$ cat src/rtl/param_digital_lock_pkg.sv
// Shared definitions for the parametrised keypad lock: state encoding and digit
// slicing helper.
package param_digital_lock_pkg;

    localparam int unsigned STATE_W     = 3;
    localparam int unsigned MAX_CODE_W  = 256;
    localparam int unsigned MAX_DIGIT_W = 32;

    localparam logic [STATE_W-1:0] S_IDLE     = 3'd0;
    localparam logic [STATE_W-1:0] S_ENTRY    = 3'd1;
    localparam logic [STATE_W-1:0] S_UNLOCKED = 3'd2;
    localparam logic [STATE_W-1:0] S_PROGRAM  = 3'd3;
    localparam logic [STATE_W-1:0] S_LOCKOUT  = 3'd4;

    typedef enum logic [STATE_W-1:0] {
        ST_IDLE     = S_IDLE,
        ST_ENTRY    = S_ENTRY,
        ST_UNLOCKED = S_UNLOCKED,
        ST_PROGRAM  = S_PROGRAM,
        ST_LOCKOUT  = S_LOCKOUT
    } state_e;

    // Digit idx of a code vector; idx 0 is the least significant (last entered) digit.
    function automatic logic [MAX_DIGIT_W-1:0] digit_at(input logic [MAX_CODE_W-1:0] code,
                                                        input int unsigned idx,
                                                        input int unsigned digit_w);
        logic [MAX_CODE_W-1:0]  shifted;
        logic [MAX_DIGIT_W-1:0] mask;
        shifted = code >> (idx * digit_w);
        mask    = (MAX_DIGIT_W'(1) << digit_w) - MAX_DIGIT_W'(1);
        return MAX_DIGIT_W'(shifted) & mask;
    endfunction

endpackage

$ cat src/rtl/param_digital_lock_if.sv
// Keypad-side and actuator-side signals of the lock, bundled with master/slave views.
interface param_digital_lock_if #(
    parameter int unsigned DIGIT_W    = 4,
    parameter int unsigned NUM_DIGITS = 4,
    parameter int unsigned MAX_FAILS  = 3
);
    localparam int unsigned CNT_W  = $clog2(NUM_DIGITS + 1);
    localparam int unsigned FAIL_W = $clog2(MAX_FAILS + 1);

    logic [DIGIT_W-1:0] digit_in;
    logic               load;
    logic               relock;
    logic               prog_req;
    logic               unlocked;
    logic               locked_out;
    logic               fail_pulse;
    logic               prog_done;
    logic [CNT_W-1:0]   digit_count;
    logic [FAIL_W-1:0]  fail_count;

    modport master (
        output digit_in, load, relock, prog_req,
        input  unlocked, locked_out, fail_pulse, prog_done, digit_count, fail_count
    );

    modport slave (
        input  digit_in, load, relock, prog_req,
        output unlocked, locked_out, fail_pulse, prog_done, digit_count, fail_count
    );

endinterface

$ cat src/rtl/param_digital_lock_timer.sv
// lock_cycle_timer: loadable down-counter; a start makes expired_o rise exactly
// CYCLES-1 cycles later, so the owner leaves its state on the CYCLES-th edge.
module lock_cycle_timer #(
    parameter int unsigned CYCLES = 16
) (
    input  logic clk,
    input  logic reset,
    input  logic start_i,
    output logic expired_o
);
    localparam int unsigned CNT_W = (CYCLES > 1) ? $clog2(CYCLES) : 1;

    logic [CNT_W-1:0] count_q, count_d;
    logic             expired_q;

    always_comb begin
        count_d = count_q;
        if (start_i) begin
            count_d = CNT_W'(CYCLES - 1);
        end else if (count_q != '0) begin
            count_d = count_q - CNT_W'(1);
        end
    end

    always_ff @(posedge clk) begin
        if (reset) begin
            count_q   <= '0;
            expired_q <= 1'b1;
        end else begin
            count_q   <= count_d;
            expired_q <= (count_d == '0);
        end
    end

    assign expired_o = expired_q;

endmodule

$ cat src/rtl/param_digital_lock.sv
// Parametrised keypad lock with runtime reprogramming and timed lockout.
// Optional inter-digit timeout is built when INPUT_TIMEOUT_EN is defined.
module param_digital_lock
    import param_digital_lock_pkg::*;
#(
    parameter int unsigned NUM_DIGITS     = 4,
    parameter int unsigned DIGIT_W        = 4,
    parameter logic [NUM_DIGITS*DIGIT_W-1:0] DEFAULT_CODE = 16'h4321,
    parameter int unsigned MAX_FAILS      = 3,
    parameter int unsigned LOCKOUT_CYCLES = 16,
    parameter int unsigned TIMEOUT_CYCLES = 64
) (
    input  logic                  clk,
    input  logic                  reset,
    param_digital_lock_if.slave   lock_if
);
    localparam int unsigned CODE_W = NUM_DIGITS * DIGIT_W;
    localparam int unsigned CNT_W  = $clog2(NUM_DIGITS + 1);
    localparam int unsigned FAIL_W = $clog2(MAX_FAILS + 1);

    if (NUM_DIGITS < 1 || MAX_FAILS < 1 || LOCKOUT_CYCLES < 1 || TIMEOUT_CYCLES < 1 ||
        CODE_W > MAX_CODE_W || DIGIT_W > MAX_DIGIT_W) begin : g_bad_params
        $error("param_digital_lock: unsupported parameter set");
    end

    state_e             state_q, state_d;
    logic [CODE_W-1:0]  code_q, code_d, entry_q, entry_d, ins_c;
    logic [CNT_W-1:0]   cnt_q, cnt_d;
    logic [FAIL_W-1:0]  fails_q, fails_d;
    logic               unlocked_q, locked_out_q;
    logic               fail_pulse_q, fail_pulse_d, prog_done_q, prog_done_d;
    logic               last_c, match_c, lock_start_c, lock_exp_c, tmo_exp_c;

    // Entry/shadow buffer with the incoming digit placed at the current position (MS first).
    always_comb begin
        ins_c = entry_q;
        for (int unsigned i = 0; i < NUM_DIGITS; i++) begin
            if (cnt_q == CNT_W'(NUM_DIGITS - 1 - i)) ins_c[i*DIGIT_W +: DIGIT_W] = lock_if.digit_in;
        end
    end

    always_comb begin
        match_c = 1'b1;
        for (int unsigned i = 0; i < NUM_DIGITS; i++) begin
            if (digit_at(MAX_CODE_W'(ins_c), i, DIGIT_W) != digit_at(MAX_CODE_W'(code_q), i, DIGIT_W))
                match_c = 1'b0;
        end
    end

    assign last_c       = (cnt_q == CNT_W'(NUM_DIGITS - 1));
    assign lock_start_c = (state_d == ST_LOCKOUT) && (state_q != ST_LOCKOUT);

    lock_cycle_timer #(.CYCLES(LOCKOUT_CYCLES)) u_lockout_timer (
        .clk       (clk),
        .reset     (reset),
        .start_i   (lock_start_c),
        .expired_o (lock_exp_c)
    );

`ifdef INPUT_TIMEOUT_EN
    logic tmo_start_c;
    // Restart on every load; held restarted while UNLOCKED so PROGRAM begins with a full window.
    assign tmo_start_c = lock_if.load || (state_q == ST_UNLOCKED);

    lock_cycle_timer #(.CYCLES(TIMEOUT_CYCLES)) u_timeout_timer (
        .clk       (clk),
        .reset     (reset),
        .start_i   (tmo_start_c),
        .expired_o (tmo_exp_c)
    );
`else
    assign tmo_exp_c = 1'b0;
`endif

    always_comb begin
        state_d      = state_q;
        code_d       = code_q;
        entry_d      = entry_q;
        cnt_d        = cnt_q;
        fails_d      = fails_q;
        fail_pulse_d = 1'b0;
        prog_done_d  = 1'b0;
        unique case (state_q)
            ST_IDLE, ST_ENTRY: begin
                if (lock_if.load) begin
                    entry_d = ins_c;
                    if (last_c) begin
                        cnt_d = '0;
                        if (match_c) begin
                            state_d = ST_UNLOCKED;
                            fails_d = '0;
                        end else begin
                            fail_pulse_d = 1'b1;
                            if (fails_q >= FAIL_W'(MAX_FAILS - 1)) begin
                                fails_d = FAIL_W'(MAX_FAILS);
                                state_d = ST_LOCKOUT;
                            end else begin
                                fails_d = fails_q + FAIL_W'(1);
                                state_d = ST_IDLE;
                            end
                        end
                    end else begin
                        cnt_d   = cnt_q + CNT_W'(1);
                        state_d = ST_ENTRY;
                    end
                end else if (state_q == ST_ENTRY && tmo_exp_c) begin
                    cnt_d   = '0;
                    state_d = ST_IDLE;
                end
            end
            ST_UNLOCKED: begin
                if (lock_if.relock) begin
                    state_d = ST_IDLE;
                end else if (lock_if.prog_req) begin
                    cnt_d   = '0;
                    state_d = ST_PROGRAM;
                end
            end
            ST_PROGRAM: begin
                if (lock_if.relock) begin
                    cnt_d   = '0;
                    state_d = ST_IDLE;
                end else if (lock_if.load) begin
                    entry_d = ins_c;
                    if (last_c) begin
                        code_d      = ins_c;
                        prog_done_d = 1'b1;
                        cnt_d       = '0;
                        state_d     = ST_UNLOCKED;
                    end else begin
                        cnt_d = cnt_q + CNT_W'(1);
                    end
                end else if (tmo_exp_c) begin
                    cnt_d   = '0;
                    state_d = ST_UNLOCKED;
                end
            end
            ST_LOCKOUT: begin
                if (lock_exp_c) begin
                    fails_d = '0;
                    state_d = ST_IDLE;
                end
            end
            default: state_d = ST_IDLE;
        endcase
    end

    always_ff @(posedge clk) begin
        if (reset) begin
            state_q      <= ST_IDLE;
            code_q       <= DEFAULT_CODE;
            entry_q      <= '0;
            cnt_q        <= '0;
            fails_q      <= '0;
            unlocked_q   <= 1'b0;
            locked_out_q <= 1'b0;
            fail_pulse_q <= 1'b0;
            prog_done_q  <= 1'b0;
        end else begin
            state_q      <= state_d;
            code_q       <= code_d;
            entry_q      <= entry_d;
            cnt_q        <= cnt_d;
            fails_q      <= fails_d;
            unlocked_q   <= (state_d == ST_UNLOCKED) || (state_d == ST_PROGRAM);
            locked_out_q <= (state_d == ST_LOCKOUT);
            fail_pulse_q <= fail_pulse_d;
            prog_done_q  <= prog_done_d;
        end
    end

    assign lock_if.unlocked    = unlocked_q;
    assign lock_if.locked_out  = locked_out_q;
    assign lock_if.fail_pulse  = fail_pulse_q;
    assign lock_if.prog_done   = prog_done_q;
    assign lock_if.digit_count = cnt_q;
    assign lock_if.fail_count  = fails_q;

endmodule

$ cat src/flat_wrapper.sv
// flat-port wrapper written by rule: the top's interface ports become plain ports
module param_digital_lock_flat import param_digital_lock_pkg::*;
#(
    parameter int unsigned NUM_DIGITS     = 4,
    parameter int unsigned DIGIT_W        = 4,
    parameter logic [NUM_DIGITS*DIGIT_W-1:0] DEFAULT_CODE = 16'h4321,
    parameter int unsigned MAX_FAILS      = 3,
    parameter int unsigned LOCKOUT_CYCLES = 16,
    parameter int unsigned TIMEOUT_CYCLES = 64
)
  (clk, reset, lock_if_digit_in, lock_if_load, lock_if_relock, lock_if_prog_req, lock_if_unlocked, lock_if_locked_out, lock_if_fail_pulse, lock_if_prog_done, lock_if_digit_count, lock_if_fail_count);
  param_digital_lock_if #(.DIGIT_W(DIGIT_W), .NUM_DIGITS(NUM_DIGITS), .MAX_FAILS(MAX_FAILS)) lock_if_i ();
  input  logic clk;
  input  logic reset;
  input wire logic [$bits(lock_if_i.digit_in)-1:0] lock_if_digit_in;
  input wire logic [$bits(lock_if_i.load)-1:0] lock_if_load;
  input wire logic [$bits(lock_if_i.relock)-1:0] lock_if_relock;
  input wire logic [$bits(lock_if_i.prog_req)-1:0] lock_if_prog_req;
  output wire logic [$bits(lock_if_i.unlocked)-1:0] lock_if_unlocked;
  output wire logic [$bits(lock_if_i.locked_out)-1:0] lock_if_locked_out;
  output wire logic [$bits(lock_if_i.fail_pulse)-1:0] lock_if_fail_pulse;
  output wire logic [$bits(lock_if_i.prog_done)-1:0] lock_if_prog_done;
  output wire logic [$bits(lock_if_i.digit_count)-1:0] lock_if_digit_count;
  output wire logic [$bits(lock_if_i.fail_count)-1:0] lock_if_fail_count;
  assign lock_if_i.digit_in = lock_if_digit_in;
  assign lock_if_i.load = lock_if_load;
  assign lock_if_i.relock = lock_if_relock;
  assign lock_if_i.prog_req = lock_if_prog_req;
  assign lock_if_unlocked = lock_if_i.unlocked;
  assign lock_if_locked_out = lock_if_i.locked_out;
  assign lock_if_fail_pulse = lock_if_i.fail_pulse;
  assign lock_if_prog_done = lock_if_i.prog_done;
  assign lock_if_digit_count = lock_if_i.digit_count;
  assign lock_if_fail_count = lock_if_i.fail_count;
  param_digital_lock #(.NUM_DIGITS(NUM_DIGITS), .DIGIT_W(DIGIT_W), .DEFAULT_CODE(DEFAULT_CODE), .MAX_FAILS(MAX_FAILS), .LOCKOUT_CYCLES(LOCKOUT_CYCLES), .TIMEOUT_CYCLES(TIMEOUT_CYCLES)) u_core (.clk(clk), .reset(reset), .lock_if(lock_if_i));
endmodule
$ cat config.mk
export PLATFORM = sky130hd
export DESIGN_NAME = param_digital_lock_flat
export DESIGN_NICKNAME = d
export VERILOG_FILES = /design/src/rtl/param_digital_lock_pkg.sv /design/src/rtl/param_digital_lock_if.sv /design/src/rtl/param_digital_lock_timer.sv /design/src/rtl/param_digital_lock.sv /design/src/flat_wrapper.sv
export SDC_FILE = /design/constraint.sdc
export NUM_CORES = 1
export LEC_CHECK = 0
export BUFFER_PORTS_ARGS = -buffer_cell sky130_fd_sc_hd__buf_2
export CELL_PAD_IN_SITES_DETAIL_PLACEMENT = 1
export CELL_PAD_IN_SITES_GLOBAL_PLACEMENT = 1
export CORE_ASPECT_RATIO = 0.5
export CORE_MARGIN = 1
export CORE_UTILIZATION = 40
export CTS_CLUSTER_SIZE = 24
export DETAILED_ROUTE_END_ITERATION = 12
export HOLD_SLACK_MARGIN = 0.08
export PLACE_DENSITY_LB_ADDON = 0.1
export SYNTH_ARGS = -nofsm -noshare
export SYNTH_HDL_FRONTEND = slang
export SYNTH_SLANG_ARGS = --single-unit
$ cat constraint.sdc
create_clock -name clk -period 2.4 [get_ports clk]
set_input_delay 0.12 -clock clk [delete_from_list [all_inputs] [get_ports clk]]
set_output_delay 0.12 -clock clk [all_outputs]
set_load 0.03 [all_outputs]
After elaboration in Yosys (flattened, before gate mapping)
Index checks and enable logic that the tools add are counted.
W data, S select, Z words.
{"block": "word_totals", "register_bits": 49, "elab_cells": 95, "output_inout_bits": 9}
{"block": "classes", "eq_ne": 21, "magnitude_cmp": 1, "addsub": 3, "bitwise_logic": 5, "reduce_logical": 16, "n_mux": 38}
{"op": "$mux W3", "n": 15}
{"op": "$mux W16", "n": 2}
{"op": "$pmux W16 S2", "n": 1}
{"op": "$mux W4", "n": 6}
{"op": "$eq A3 B2 Y1 const B", "n": 6}
{"op": "$ne A4 B4 Y1", "n": 4}
{"op": "$pmux W3 S4", "n": 1}
{"op": "$mux W2", "n": 5}
{"op": "$ne A2 B2 Y1 const B", "n": 5}
{"op": "$pmux W3 S3", "n": 1}
{"op": "$reduce_and A4 Y1", "n": 2}
{"op": "$reduce_or A4 Y1", "n": 2}
{"op": "$eq A3 B1 Y1 const B", "n": 2}
{"op": "$eq A3 B3 Y1 const B", "n": 2}
{"op": "$logic_not A3 Y1", "n": 2}
{"op": "$mux W1", "n": 6}
{"op": "$not A1 Y1", "n": 5}
{"op": "$logic_not A4 Y1", "n": 1}
{"op": "$pmux W2 S2", "n": 1}
{"op": "$reduce_bool A2 Y1", "n": 2}
{"op": "$reduce_bool A4 Y1", "n": 1}
{"op": "$sub A4 B1 Y4 const B", "n": 1}
{"op": "$add A3 B1 Y3 const B", "n": 1}
{"op": "$ne A3 B3 Y1 const B", "n": 1}
{"op": "9 further kinds", "n": 9}

Logic depth before layout (Yosys ltp)
Gate-level depths: netlist of the first run.
{"block": "logic_depth", "ltp_word": 15, "ltp_mapped": 9}

Hierarchy
From an unflattened synthesis of the first run, not the netlist that was laid out.
{"block": "unflattened", "cells_unflattened": 316, "hier_area_um2": 2677.6}
{"mod": "param_digital_lock", "area_per_inst_um2": 2409.8, "instances": 1, "cells_each": 289}
{"mod": "lock_cycle_timer", "area_per_inst_um2": 267.8, "instances": 1, "cells_each": 27}

Worst setup path before layout of the first run
OpenSTA, ideal clock, no wires.
{"block": "synth_timing", "kind": "register -> register", "startpoint": "register u_core.cnt_q[1], in the netlist u_core.lock_if.digit_count[1]", "endpoint": "register u_core.u_lockout_timer.count_q[2]", "path_stages_with_launch": 10, "slack_ps": -132, "t_arrival_ps": 2412, "synth_period_minus_slack_ps": 2532, "path_cell_list": "dfxtp_1 > inv_1 > ha_1 > nor2b_1 > buf_4 > a2111oi_2 > o21ai_1 > nor4_4 > a311oi_2 > or2_1"}
{"block": "synth_via", "elab_chain_cells": 14}
{"element": "from (decl)", "line_no": "param_digital_lock.sv:28", "source": "logic [CNT_W-1:0] cnt_q, cnt_d;"}
{"element": "from (signal assigned)", "line_no": "param_digital_lock.sv:163", "source": "cnt_q <= cnt_d;"}
{"element": "$eq A3 B2 Y1", "line_no": "param_digital_lock.sv:38, param_digital_lock.sv:50"}
{"element": "$mux W4", "line_no": "param_digital_lock.sv:38", "source": "if (cnt_q == CNT_W'(NUM_DIGITS - 1 - i)) ins_c[i*DIGIT_W +: DIGIT_W] = lock_if.digit_in;"}
{"element": "$ne A4 B4 Y1", "line_no": "param_digital_lock.sv:45", "source": "if (digit_at(MAX_CODE_W'(ins_c), i, DIGIT_W) != digit_at(MAX_CODE_W'(code_q), i, DIGIT_W))"}
{"element": "$mux W1 (4 in series)", "line_no": "param_digital_lock.sv:45"}
{"element": "$mux W3", "line_no": "param_digital_lock.sv:89", "source": "if (match_c) begin"}
{"element": "$mux W3", "line_no": "param_digital_lock.sv:87", "source": "if (last_c) begin"}
{"element": "$mux W3", "line_no": "param_digital_lock.sv:85", "source": "if (lock_if.load) begin"}
{"element": "$pmux W3 S4 (*)", "line_no": "param_digital_lock.sv:83", "source": "unique case (state_q)"}
{"element": "$eq A3 B3 Y1 (*)", "line_no": "param_digital_lock.sv:51", "source": "assign lock_start_c = (state_d == ST_LOCKOUT) && (state_q != ST_LOCKOUT);"}
{"element": "$logic_and A1 B1 Y1 (*)", "line_no": "param_digital_lock.sv:51"}
{"element": "$mux W4 (*)", "line_no": "param_digital_lock_timer.sv:18", "source": "if (start_i) begin"}
{"element": "to (signal assigned)", "line_no": "param_digital_lock_timer.sv:30", "source": "count_q <= count_d;"}
{"element": "to (decl)", "line_no": "param_digital_lock_timer.sv:13", "source": "logic [CNT_W-1:0] count_q, count_d;"}
Every way passes the cells marked *; elsewhere a longest branch is shown, timed or not.
A chain may end at the register's enable or synchronous reset.

Worst setup path in the final report of the first run
{"block": "layout_timing", "startpoint": "register u_core.cnt_q[0], in the netlist u_core.lock_if.digit_count[0]", "endpoint": "register u_core.u_lockout_timer.count_q[2]"}
The elaborated chain is that of the path after synthesis.

==> impl_metrics.json, run 1 <==
{
  "cap_viol_max_count": 0,
  "cts_buffers": 5,
  "syn-num-nets": 334,
  "global_route.overflow_total": 0,
  "slew_violations": 0,
  "worstMarginPinSlew_ns": 0.5430,
  "pin_count_of_the_biggest_net_entering_global_routing": 44,
  "postPlaceCellArea_um2": 2999,
  "grt_antenna_before_repair": 0,
  "netlist_area_um2": 2670,
  "comb_power_share": 0.233,
  "routed_wire_length_per_instance_um": 18.75,
  "fin_cells": 443,
  "static-leakage-power_nw": 1.207,
  "clk_transition_reported_paths_ns": 0.06,
  "clkPwrFrac": 0.324,
  "pwr-share-seq": 0.443,
  "synth.most_common_cell": "dfxtp_1",
  "netlist_top_cells_area": "dfxtp_1 37%, nor2_1 5.5%, mux2i_1 4.9%, nor2b_1 4.2%, nand2_1 4.1%",
  "dr.first_iter.drc_count": 131,
  "io-pin-count": 18,
  "yosysUniqueCellTypes": 56,
  "synth_enable_flop_cells": 0,
  "holdCritStartpoint": "lock_if_load",
  "worst_clock_skew_ns": 0.006061,
  "cts_root_buf": "clkbuf_16",
  "tritoncts": "yes",
  "cts_max_level": 2,
  "timing.final.setup_violations": 0,
  "ys_seq_elements": 49,
  "rows": 20,
  "critical_path.reg2reg.endpoint": "u_core.u_lockout_timer.count_q[2]$_SDFF_PP0_",
  "place_congestion": 0.9243,
  "fillers": 764,
  "worst-endpoint-arrival_ns": 2.51,
  "synth_ff_type": "dfxtp_1",
  "slew_headroom": 0.6371,
  "finalInstanceArea_um2": 3252,
  "number_of_global_route_vias_before_repair": 2465,
  "multi_input_combinational_cell_area_um2": 1639,
  "final_net_count": 370,
  "initial_core_util": 0.4268,
  "hp-class": "in2reg",
  "die_h_um": 59.77,
  "post-synth-top-area-cell": "dfxtp_1",
  "p_int_w": 0.001441,
  "place.detailed.instances": 434,
  "netlist.area_leader.share": 0.3674,
  "place_hpwl_mm": 5.906,
  "die_area_um2": 7026,
  "antenna_cells": 0,
  "fp.coreArea_um2": 6256,
  "ir_worst_vdd_uv": 271.7,
  "required_ns": 2.58,
  "synth_commonest_cells": "49 x dfxtp_1, 39 x nor2_1, 29 x nand2_1",
  "synthesis.area_per_instance_um2": 8.344,
  "dr_total_vias": 2492,
  "synthArstFlopShare": 0,
  "grt_usage": 0.2452,
  "p_sw_frac": 0.2954,
  "sequential_cell_area_um2": 983.4,
  "drc": 0,
  "clock_path_buffers": 2,
  "worstSetupStartpointType": "flip-flop",
  "flow.area_growth_from_synthesis_pct": 21.79,
  "hold_violations": 0,
  "die_w_um": 117.5,
  "critical_path.max_fanout": 7,
  "startpoint_of_the_worst_register_to_register_path": "u_core.lock_if.digit_count[0]$_SDFFE_PP0P_",
  "synth-seq-area-share": 0.3674,
  "worstHoldEndpoint": "u_core.state_q[0]$_SDFF_PP0_",
  "first_pass_grt_wire_length_mm": 12.93,
  "routed_wirelength_mm": 8.308,
  "rrSetupSlack_ns": 0.07,
  "total_switching_power_w": 0.0006041,
  "timing.final.crit_period_ns": 2.331,
  "cts_sinks": 49,
  "count_of_input_and_output_buffers": 17,
  "run_status": "finished, final reports clean",
  "timing.reg2reg.worst_path_depth": 9,
  "synthCells": 320,
  "drt_first_pass_iters": 4,
  "detail_route.vias_per_cell": 5.625,
  "drive_gt1_frac": 0.2394,
  "finalSetupTns_ns": 0,
  "power_density_nw_per_um2": 628.9,
  "whs_path_depth": 3,
  "worstSetupEndpointType": "flip-flop",
  "worst_hold_slack_ns": 0.1229,
  "worstSetupPathType": "reg2reg",
  "clock.fmax_mhz": 429.0,
  "detail-route-antenna-nets": 0,
  "clkLatencyLatePin_ns": 0.29,
  "cts_hold_buf": 0,
  "synthesis.yosys.warnings": 0,
  "min_period_over_period": 0.9711
}
==> cell type report <==
| class | instances | share of cell area |
|---|---|---|
| multi-input combinational | 235 | 0.5040 |
| timing repair buffer | 50 | 0.1023 |
| clock buffer | 5 | 0.03848 |
| tap | 88 | 0.03386 |
| sequential | 49 | 0.3024 |
| inverter | 15 | 0.01731 |
| clock inverter | 1 | 0.001539 |
==> sequential cells by signal, summed over array words and instances, names as in the netlist, 2 cells and up <==
name                            cells
u_core.code_q                      16
u_core.entry_q                     16
u_core.lock_if.digit_count          3
u_core.lock_if.fail_count           2
u_core.state_q                      3
u_core.u_lockout_timer.count_q      4
==> metrics by stage <==
stage                 util  setup slack [ns]  total power [W]
finish              0.5198           0.06924         0.002045
global route        0.5198          -0.03827         0.002159
CTS                 0.5114          0.007663         0.002044
detailed placement  0.4794           -0.2573         0.001359
global placement    0.4794           -0.1347         0.001341
floorplan                -          0.006160         0.001222
==> cell families after synthesis <==
group | Yosys count | share of synthesized area
AOI/OAI and AO/OA | 89 | 0.2399
xor gates and xnor gates | 7 | 0.02296
adders and majority gates | 5 | 0.02343
buffers and inverters | 36 | 0.05623
DFF | 49 | 0.3674
muxes | 13 | 0.04873
and+or+nand+nor | 121 | 0.2413
==> placed cells by master, fill, tap and decap left out, types with 4 or more instances in the layout <==
cell | Yosys | routed
o21ai_0 | 17 | 17
nand3_1 | 4 | 4
mux2i_1 | 13 | 10
a221oi_1 | 4 | 4
xnor2_1 | 4 | 4
a211oi_1 | 8 | 8
clkbuf_16 | 0 | 5
a21oi_1 | 20 | 20
buf_2 | 3 | 17
nor2_1 | 39 | 39
nand2_1 | 29 | 29
inv_1 | 15 | 14
dfxtp_1 | 49 | 47
buf_4 | 1 | 33
nand2b_1 | 4 | 4
a211o_1 | 5 | 5
nor2b_1 | 18 | 14
==> worst max-delay path, cell delays in order (launching register included) <==
cell and delay [ns]:
dfxtp_2 0.34, inv_1 0.12, ha_1 0.17, nor2b_4 0.29
mux2i_2 0.32, xnor2_1 0.14, nor4_4 0.27, buf_4 0.18
a311oi_4 0.13, or2_1 0.26
==> power by group through the flow <==
stage	sequential [W]	clock, W	combinational, W
floorplan	0.000914	0	0.000308
global placement	0.000921	0	0.000420
detailed placement	0.000924	0	0.000436
CTS	0.000906	0.000679	0.000459
global route	0.000912	0.000715	0.000532
finish	0.000906	0.000663	0.000477
==> worst max-delay path by stage <==
| stage | from | to | slack (ns) | depth (start not counted) |
|---|---|---|---|---|
| after floorplan | u_core.lock_if.digit_count[1]$_SDFFE_PP0P_ | u_core.u_lockout_timer.count_q[2]$_SDFF_PP0_ | 0.006 | 9 |
| after global placement | u_core.lock_if.digit_count[0]$_SDFFE_PP0P_ | u_core.u_lockout_timer.count_q[2]$_SDFF_PP0_ | -0.13 | 8 |
| after detailed placement | u_core.lock_if.digit_count[0]$_SDFFE_PP0P_ | u_core.u_lockout_timer.count_q[2]$_SDFF_PP0_ | -0.26 | 8 |
| after CTS | u_core.lock_if.digit_count[0]$_SDFFE_PP0P_ | u_core.u_lockout_timer.count_q[3]$_SDFF_PP0_ | 0.008 | 8 |
| after global routing | u_core.lock_if.digit_count[0]$_SDFFE_PP0P_ | u_core.u_lockout_timer.count_q[0]$_SDFF_PP0_ | -0.04 | 9 |
| final | u_core.lock_if.digit_count[0]$_SDFFE_PP0P_ | u_core.u_lockout_timer.count_q[2]$_SDFF_PP0_ | 0.07 | 9 |
==> per-layer routing <==
layer	track usage	routed length, um	share of wire	vias up
met3	0.05057	373	0.045	7
met4	0.05311	36	0.0043	0
met1	0.3310	4112	0.49	1238
met5	0	0	0	-
met2	0.4108	3786	0.46	41
li1	-	-	-	1206
==> timing repair <==
item                       4_1_cts  5_1_grt
gates resized for setup         13       11
buffers inserted                 1        2
pin swaps                        3        4
setup endpoints to repair       12       12
hold endpoints to repair         0        0
Note: power is estimated with default switching activity, not from simulation.
==> run 2, diff against run 1 <==
--- a/config.mk
+++ b/config.mk
@@ -6,11 +6,11 @@
 export NUM_CORES = 1
 export LEC_CHECK = 0
 export BUFFER_PORTS_ARGS = -buffer_cell sky130_fd_sc_hd__buf_2
-export CELL_PAD_IN_SITES_DETAIL_PLACEMENT = 1
-export CELL_PAD_IN_SITES_GLOBAL_PLACEMENT = 1
+export CELL_PAD_IN_SITES_DETAIL_PLACEMENT = 0
+export CELL_PAD_IN_SITES_GLOBAL_PLACEMENT = 2
 export CORE_ASPECT_RATIO = 0.5
 export CORE_MARGIN = 1
-export CORE_UTILIZATION = 40
+export CORE_UTILIZATION = 33
 export CTS_CLUSTER_SIZE = 24
 export DETAILED_ROUTE_END_ITERATION = 12
 export HOLD_SLACK_MARGIN = 0.08
==> run 2 against run 1 <==
Clock power is 12% higher. Sequential power hardly changed. Combinational power is 4% lower. Global-route usage is 4.9 points lower. Core utilization is 8.2 points lower.
==> impl_metrics.json, run 2 (same netlist as run 1, synthesis figures left out) <==
{
  "run_status": "finished, final reports clean",
  "count_of_input_and_output_buffers": 17,
  "cap_viol_max_count": 0,
  "clock.fmax_mhz": 434.1,
  "ir_worst_vdd_uv": 262.9,
  "hp-class": "in2reg",
  "startpoint": "u_core.lock_if.digit_count[1]$_SDFFE_PP0P_",
  "clkLatencyLatePin_ns": 0.29,
  "tritoncts": "yes",
  "worst-endpoint-arrival_ns": 2.48,
  "dr_total_vias": 2387,
  "dr.first_iter.drc_count": 128,
  "worstSetupStartpointType": "flip-flop",
  "worst_clock_skew_ns": 0.007097,
  "fp.coreArea_um2": 7570,
  "clock_path_buffers": 2,
  "rows": 22,
  "crit_path_top_delay_cell": "dfxtp_2",
  "power_density_nw_per_um2": 636.9,
  "place_hpwl_mm": 5.645,
  "whs_path_depth": 3,
  "grt_antenna_before_repair": 0,
  "timing.final.setup_violations": 0,
  "routed_wire_length_per_instance_um": 16.24,
  "layout.cells.most_common": "dfxtp_1",
  "critical_path.max_fanout": 7,
  "pin_count_of_the_biggest_net_entering_global_routing": 44,
  "crit_path_frequent_cell": "buf_4",
  "routed_wirelength_mm": 7.584,
  "crit_path_cell_trace": "inv_2, ha_1, buf_4, buf_4, nand2b_4, a2111oi_4, o21ai_2, nor4_4, buf_4, a311oi_4, or2_1",
  "rrSetupSlack_ns": 0.1,
  "die_area_um2": 8477,
  "worstSetupPathType": "reg2reg",
  "fillers": 789,
  "drc": 0,
  "flow.area_growth_from_synthesis_pct": 24.04,
  "startpoint_of_the_worst_register_to_register_path": "u_core.lock_if.digit_count[1]$_SDFFE_PP0P_",
  "die_h_um": 65.61,
  "crit_path_max_incr_delay_ns": 0.34,
  "first_pass_grt_wire_length_mm": 12.41,
  "reg_top3": "u_core.code_q (16), u_core.entry_q (16), u_core.u_lockout_timer.count_q (4)",
  "place_congestion": 0.7941,
  "final_critical_path_setup_slack_ns": 0.09612,
  "clk_transition_reported_paths_ns": 0.07,
  "worstSetupEndpointType": "flip-flop",
  "number_of_global_route_vias_before_repair": 2348,
  "final_net_count": 372,
  "timing.reg2reg.worst_path_depth": 11,
  "cts_buffers": 5,
  "drt_first_pass_iters": 4,
  "cts_root_buf": "clkbuf_16",
  "slew_violations": 0,
  "worstHoldEndpoint": "u_core.state_q[0]$_SDFF_PP0_",
  "die_w_um": 129.2,
  "mostFrequentLayoutCells": "46 x dfxtp_1, 39 x nor2_1, 34 x buf_4, 29 x nand2_1, 20 x a21oi_1",
  "worst_hold_slack_ns": 0.1050,
  "global_route.overflow_total": 0,
  "detail-route-antenna-nets": 0,
  "critical_path.reg2reg.endpoint": "u_core.u_lockout_timer.count_q[2]$_SDFF_PP0_",
  "holdCritStartpoint": "lock_if_load",
  "finalSetupTns_ns": 0,
  "dp_slack_ns": -0.2064,
  "antenna_cells": 0,
  "min_period_over_period": 0.9599,
  "io-pin-count": 18,
  "required_ns": 2.58,
  "fin_util": 0.4375,
  "cts_max_level": 2,
  "grt_usage": 0.1961,
  "hold_violations": 0,
  "cts_sinks": 49,
  "drive_gt1_frac": 0.2396,
  "worstMarginPinSlew_ns": 0.5523,
  "static-leakage-power_nw": 1.233,
  "initial_core_util": 0.3527,
  "slew_headroom": 0.6309,
  "timing.final.crit_period_ns": 2.304,
  "cts_hold_buf": 0,
  "detail_route.vias_per_cell": 5.111
}
[run 2: worst max path at each step]
| stage | end | slack, ns | cells past startpoint |
|---|---|---|---|
| 6_report | u_core.u_lockout_timer.count_q[2]$_SDFF_PP0_ | 0.1 | 11 |
| 3_3_place_gp | u_core.u_lockout_timer.count_q[2]$_SDFF_PP0_ | -0.10 | 8 |
| 5_1_grt | u_core.u_lockout_timer.count_q[3]$_SDFF_PP0_ | -0.02 | 9 |
| 2_1_floorplan | u_core.u_lockout_timer.count_q[2]$_SDFF_PP0_ | 0.006 | 9 |
| 4_1_cts | u_core.u_lockout_timer.count_q[2]$_SDFF_PP0_ | 0.02 | 10 |
| 3_5_place_dp | u_core.u_lockout_timer.count_q[2]$_SDFF_PP0_ | -0.21 | 8 |
[run 2: critical path, delay by kind of cell (launching register included)]
| kind | cells | cell delay [ns] |
|---|---|---|
| adder cells (fa/ha/maj) | 1 | 0.16 |
| AO/OA/AOI/OAI | 3 | 0.60 |
| AND/OR/NAND/NOR | 3 | 0.59 |
| buffers and inverters | 4 | 0.49 |
| flip-flops | 1 | 0.34 |
[run 2: timing repair]
action	CTS	global route
buffers inserted	2	1
pin swaps	5	4
setup endpoints to repair	12	11
endpoints found under the hold margin	0	0
gates resized for setup	11	8
[run 2: per-layer routing]
metal,GRT usage,up-vias,part of all wire
met2,0.2809,27,0.40
met1,0.2929,1140,0.56
met5,0,-,0
met3,0.04235,5,0.029
li1,-,1215,-
met4,0.04412,0,0.0067
[run 2: metrics by stage]
stage / instance area, um^2 / total power (W) / instances
after floorplan: 2673 / 0.001222 / 320
after global placement: 3052 / 0.001349 / 456
after detailed placement: 3052 / 0.001355 / 456
after CTS: 3267 / 0.002123 / 466
after global routing: 3312 / 0.002239 / 467
final: 3312 / 0.002109 / 467
[run 2: final cells by class]
type / count / area (um^2) / share of cell area
inverters: 15 / 56.30 / 0.01700
well taps: 108 / 135.1 / 0.04080
clock inverters: 1 / 5.005 / 0.001511
multi-input cells: 235 / 1618 / 0.4885
clock buffers: 7 / 152.6 / 0.04609
repair buffers: 52 / 360.3 / 0.1088
flip-flops and latches: 49 / 984.7 / 0.2973
[run 2: power breakdown]
group	total (W)	internal (W)	switching (W)
registers	0.000904	0.000861	0.0000435
clock network	0.000745	0.000442	0.000303
logic	0.000460	0.000207	0.000254
